### config.mk
export PLATFORM = sky130hd
export DESIGN_NAME = pb_debounce_flat
export DESIGN_NICKNAME = d
export VERILOG_FILES = /design/src/rtl/pb_debounce_if.sv /design/src/rtl/pb_debounce.sv /design/src/flat_wrapper.sv
export SDC_FILE = /design/constraint.sdc
export NUM_CORES = 1
export LEC_CHECK = 0
export ABC_AREA = 1
export CAP_MARGIN = 20
export CORE_MARGIN = 1
export CORE_UTILIZATION = 25
export CTS_CLUSTER_SIZE = 12
export DETAILED_ROUTE_END_ITERATION = 10
export GPL_ROUTABILITY_DRIVEN = 1
export PLACE_DENSITY = 0.46
export RECOVER_POWER = 25
export SYNTH_ARGS = -nofsm -noshare
export SYNTH_HDL_FRONTEND = slang
export SYNTH_SLANG_ARGS = --single-unit
### constraint.sdc
create_clock -name clk -period 7.4 [get_ports clk]
set_input_delay 1.48 -clock clk [delete_from_list [all_inputs] [get_ports clk]]
set_output_delay 1.48 -clock clk [all_outputs]
set_load 0.005 [all_outputs]
### src/rtl/pb_debounce_if.sv
// rtl/pb_debounce_if.sv - button pins, event clear and conditioned button outputs
interface pb_debounce_if #(
    parameter int N = 3
);
    logic [N-1:0] pb_n;
    logic [N-1:0] evt_clr;
    logic [N-1:0] pb_level;
    logic [N-1:0] pb_press;
    logic [N-1:0] pb_release;
    logic [N-1:0] pb_long;
    logic [N-1:0] pb_evt;

    // Board/software side: drives pins and clears, observes conditioned buttons.
    modport master (
        output pb_n,
        output evt_clr,
        input  pb_level,
        input  pb_press,
        input  pb_release,
        input  pb_long,
        input  pb_evt
    );

    // Conditioning block side.
    modport slave (
        input  pb_n,
        input  evt_clr,
        output pb_level,
        output pb_press,
        output pb_release,
        output pb_long,
        output pb_evt
    );
endinterface

### src/rtl/pb_debounce.sv
// rtl/pb_debounce.sv - per-button synchroniser, debouncer, edge/long-press pulses and sticky event
module pb_debounce #(
    parameter int N               = 3,
    parameter int DEBOUNCE_CYCLES = 500000,
    parameter int LONG_CYCLES     = 50000000
) (
    input  logic          clk,
    input  logic          reset,
    pb_debounce_if.slave  bus
);
    localparam int CNT_W  = $clog2(DEBOUNCE_CYCLES);
    localparam int HOLD_W = $clog2(LONG_CYCLES + 1);

    localparam logic [CNT_W-1:0]  CNT_LAST = CNT_W'(DEBOUNCE_CYCLES - 1);
    localparam logic [HOLD_W-1:0] HOLD_MAX = HOLD_W'(LONG_CYCLES);
    localparam logic [HOLD_W-1:0] HOLD_PRE = HOLD_W'(LONG_CYCLES - 1);

    genvar gi;
    generate
        for (gi = 0; gi < N; gi++) begin : g_ch
            logic [1:0]        sync_q;
            logic              raw;
            logic [CNT_W-1:0]  cnt_q;
            logic [HOLD_W-1:0] hold_q;
            logic              level_q;
            logic              press_q;
            logic              release_q;
            logic              long_q;
            logic              evt_q;

            // Pins are active-low; after synchronising, invert to pressed = 1.
            assign raw = ~sync_q[1];

            // Two-flop synchroniser; idles at released (1) so reset never looks like a press.
            always_ff @(posedge clk or posedge reset) begin
                if (reset) begin
                    sync_q <= 2'b11;
                end else begin
                    sync_q <= {sync_q[0], bus.pb_n[gi]};
                end
            end

            // Debounce: any cycle of agreement restarts the count; level and edge pulses update together.
            always_ff @(posedge clk or posedge reset) begin
                if (reset) begin
                    cnt_q     <= '0;
                    level_q   <= 1'b0;
                    press_q   <= 1'b0;
                    release_q <= 1'b0;
                end else begin
                    press_q   <= 1'b0;
                    release_q <= 1'b0;
                    if (raw == level_q) begin
                        cnt_q <= '0;
                    end else if (cnt_q == CNT_LAST) begin
                        cnt_q     <= '0;
                        level_q   <= raw;
                        press_q   <= raw;
                        release_q <= ~raw;
                    end else begin
                        cnt_q <= cnt_q + CNT_W'(1);
                    end
                end
            end

            // Hold counter saturates, so the long-press pulse can fire only once per press.
            always_ff @(posedge clk or posedge reset) begin
                if (reset) begin
                    hold_q <= '0;
                    long_q <= 1'b0;
                end else begin
                    long_q <= level_q && (hold_q == HOLD_PRE);
                    if (!level_q) begin
                        hold_q <= '0;
                    end else if (hold_q != HOLD_MAX) begin
                        hold_q <= hold_q + HOLD_W'(1);
                    end
                end
            end

            // Sticky event flag; a press in the same cycle as a clear keeps the flag set.
            always_ff @(posedge clk or posedge reset) begin
                if (reset) begin
                    evt_q <= 1'b0;
                end else if (press_q) begin
                    evt_q <= 1'b1;
                end else if (bus.evt_clr[gi]) begin
                    evt_q <= 1'b0;
                end
            end

            assign bus.pb_level[gi]   = level_q;
            assign bus.pb_press[gi]   = press_q;
            assign bus.pb_release[gi] = release_q;
            assign bus.pb_long[gi]    = long_q;
            assign bus.pb_evt[gi]     = evt_q;
        end
    endgenerate
endmodule

### src/flat_wrapper.sv
// flat-port wrapper written by rule: the top's interface ports become plain ports
module pb_debounce_flat 
#(
    parameter int N               = 3,
    parameter int DEBOUNCE_CYCLES = 500000,
    parameter int LONG_CYCLES     = 50000000
)
  (clk, reset, bus_pb_n, bus_evt_clr, bus_pb_level, bus_pb_press, bus_pb_release, bus_pb_long, bus_pb_evt);
  pb_debounce_if #(.N(N)) bus_i ();
  input  logic clk;
  input  logic reset;
  input wire logic [$bits(bus_i.pb_n)-1:0] bus_pb_n;
  input wire logic [$bits(bus_i.evt_clr)-1:0] bus_evt_clr;
  output wire logic [$bits(bus_i.pb_level)-1:0] bus_pb_level;
  output wire logic [$bits(bus_i.pb_press)-1:0] bus_pb_press;
  output wire logic [$bits(bus_i.pb_release)-1:0] bus_pb_release;
  output wire logic [$bits(bus_i.pb_long)-1:0] bus_pb_long;
  output wire logic [$bits(bus_i.pb_evt)-1:0] bus_pb_evt;
  assign bus_i.pb_n = bus_pb_n;
  assign bus_i.evt_clr = bus_evt_clr;
  assign bus_pb_level = bus_i.pb_level;
  assign bus_pb_press = bus_i.pb_press;
  assign bus_pb_release = bus_i.pb_release;
  assign bus_pb_long = bus_i.pb_long;
  assign bus_pb_evt = bus_i.pb_evt;
  pb_debounce #(.N(N), .DEBOUNCE_CYCLES(DEBOUNCE_CYCLES), .LONG_CYCLES(LONG_CYCLES)) u_core (.clk(clk), .reset(reset), .bus(bus_i));
endmodule
==> impl_metrics.yaml <==
outcome:
  status: "complete, no violations"
logic_synthesis:
  seq_area_frac_synth_pct: 43.7
  synth_nets: 1249
  synth-async-reset-ratio_pct: 100
  yosys.area.top_type_share_pct: 41.9
  synth_seq_cells: 156
  yosys_warnings: 0
  synthTopCellsByArea: "dfrtp_1 42%, nand2_1 13%, nor2_1 11%, inv_1 6.0%, nand3_1 4.0%"
  ys.flop_type: "dfrtp_1"
  yosys.area.top_type: "dfrtp_1"
  synth_edf_count: 0
  syn_inst: 1232
  syn_avg_cell_area_um2: 7.27
  synth_cell_types: 41
  syn-cell-area_um2: 8960
grt:
  grt_max_degree: 101
  antenna_found_initial: 0
  grt_pass1_wl_um: 34400
  grtUsageTotal_pct: 11.6
  overflow: 0
  first_global_vias: 7037
setup_path:
  path_max_fanout: 27
  cp-startpoint: "u_core.g_ch[0].level_q"
  crit_path_end_kind: "primary output"
  timing.rr.end: "u_core.g_ch[2].cnt_q[15]"
  critPathCapture: "bus_pb_level[0]"
  required_ps: 5920
  r2r_start: "u_core.g_ch[2].level_q"
  crit_arrival_ps: 2320
  r2r_slack_ps: 4980
  cp-start-kind: "register"
  r2r_cells: 6
  critical_path_class: "reg2out"
clocking:
  cts.path.max_buffers: 2
  cts_buffers: 17
  insertion_delay_ps: 430
  cts_tree: "done"
  cts_resized: 0
  root_buffer: "clkbuf_16"
  cts_hold_buf: 0
  clkTransAtPathRegs_ps: 60
  htreeDepth: 4
  post_cts_buffers: 0
  clock_sinks: 156
layout:
  final_cells: 1720
  multi_input_area_um2: 4280
  fillers: 3790
  mostFrequentLayoutCells: "302 x nand2_1, 278 x nor2_1, 150 x dfrtp_1"
  diodes: 0
  fin_nets: 1269
  final_common_cell: "nand2_1"
  seq_area_um2: 3910
  drive_gt1_share_pct: 8.06
  area_delta_synth_final_pct: 13.4
floorplan:
  core_area_um2: 34900
  ioPinCount: 23
  initial_core_util_pct: 25.7
  die_height_um: 191
  num_rows: 68
  dieArea_um2: 36600
  die_x_um: 191
detailed_routing:
  drt-initial-drc-count: 300
  wl_per_cell_um: 11.5
  drc: 0
  vias: 7269
  routed_wl_um: 19800
  routed_via_density: 4.23
  ant_nets: 0
  dr.pass1.iters: 5
sta:
  period_needed_ps: 3800
  max_slew_margin_pct: 18.6
  hold_violations: 0
  worstMarginPinSlew_ps: 1220
  slew_viol_final: 0
  setup-violations-final: 0
  finalCritPeriodShare_pct: 51.3
  rsz0062_at_grt: "no"
  fin_setup_tns_ps: 0
  clock_skew_ps: 10.7
  max_freq_ghz: 0.263
placement:
  place_inst: 1688
  dpl.hpwl_um: 14400
  gp_congestion: 0.805
  port_buffers: 22
power:
  p_per_area_nw_per_um2: 177
  irDropWorstVdd_uv: 133
  p_leak_nw: 4.27
worst_hold_path:
  hp-class: "reg2reg"
flow_run:
  maxCapViolCount: 0
[power by group]
part / internal, mW / total (mW) / leakage (nW) / switching, mW
logic: 0.00870 / 0.0379 / 1.84 / 0.0292
registers: 0.859 / 0.864 / 2.15 / 0.00455
clock network: 0.512 / 0.896 / 0.280 / 0.385
[state kept, by name (all words and copies together), names as in the netlist]
| signal | flops |
|---|---|
| u_core.g_ch.hold_q | 78 |
| u_core.g_ch.sync_q | 6 |
| u_core.g_ch.release_q | 3 |
| u_core.g_ch.evt_q | 3 |
| u_core.g_ch.press_q | 3 |
| u_core.g_ch.long_q | 3 |
| u_core.g_ch.cnt_q | 57 |
| u_core.g_ch.level_q | 3 |
[critical path: stages, from the launching register on]
cell	delay [ps]
dfrtp_1	320
clkbuf_1	890
clkdlybuf4s50_1	680
[through the flow]
stage | hold slack [ps] | power [mW] | instance area [um2] | utilization [%] | setup WS, ps
3_3_place_gp | 352 | 0.921 | 9620 | 27.6 | 3820
2_1_floorplan | 345 | 0.905 | 8960 | - | 1720
4_1_cts | 360 | 1.83 | 10200 | 29.3 | 4290
3_5_place_dp | 350 | 0.922 | 9620 | 27.6 | 3830
5_1_grt | 365 | 1.87 | 10200 | 29.1 | 3390
6_report | 358 | 1.80 | 10200 | 29.1 | 3600
[cells by family after synthesis]
kind of cell	share of synthesized area (%)
AND/OR/NAND/NOR	38.3
XOR/XNOR	3.52
adder cells (fa/ha/maj)	1.26
flip-flops	43.7
buffers and inverters	8.10
AO/OA/AOI/OAI	5.14
[how the worst min path moves through the flow]
stage                               endpoint  cells after the start                     start
finish              u_core.g_ch[0].sync_q[1]                      0  u_core.g_ch[0].sync_q[0]
global route        u_core.g_ch[0].sync_q[1]                      0  u_core.g_ch[0].sync_q[0]
CTS                 u_core.g_ch[0].sync_q[1]                      0  u_core.g_ch[0].sync_q[0]
detailed placement  u_core.g_ch[0].sync_q[1]                      0  u_core.g_ch[0].sync_q[0]
global placement    u_core.g_ch[0].sync_q[1]                      0  u_core.g_ch[0].sync_q[0]
floorplan           u_core.g_ch[0].sync_q[1]                      0  u_core.g_ch[0].sync_q[0]
[cell type report]
cell class	count	area share, %
Sequential cell	156	38.5
Multi-Input combinational cell	900	42.1
Clock buffer	18	4.32
Clock inverter	14	1.54
Tap cell	455	5.60
Inverter	151	5.63
Timing Repair Buffer	26	2.35
[synthesized netlist by cell type, types with 2 or more instances]
master    instances
nand3_2           5
o21ai_0          29
nor3b_1           8
ha_1              9
nand3b_1          4
nand2_4           5
a21oi_1          44
inv_1           143
nor2_4           14
o21ai_1           3
clkbuf_1          2
buf_4            15
nor3_1           23
inv_2             6
o21a_1            4
nor3_2            2
nand2_1         300
nand4_1          19
buf_2             6
o21bai_1          3
xor2_1           24
nor2_1          272
xnor2_1          12
clkinv_1          2
nand2_2          10
dfstp_2           6
dfrtp_1         150
nand3_4           2
nor2_2           26
nand3_1          72
nor4_1            2
[metal layers]
layer  part of all wire (%)  track usage [%]  up-vias
li1                       -                -     3874
met1                     51             15.5     3304
met2                     46             19.2       70
met3                    1.8             1.71       21
met4                    1.4             3.94        0
met5                      0                0        -
(Power assumes the default switching activity.)
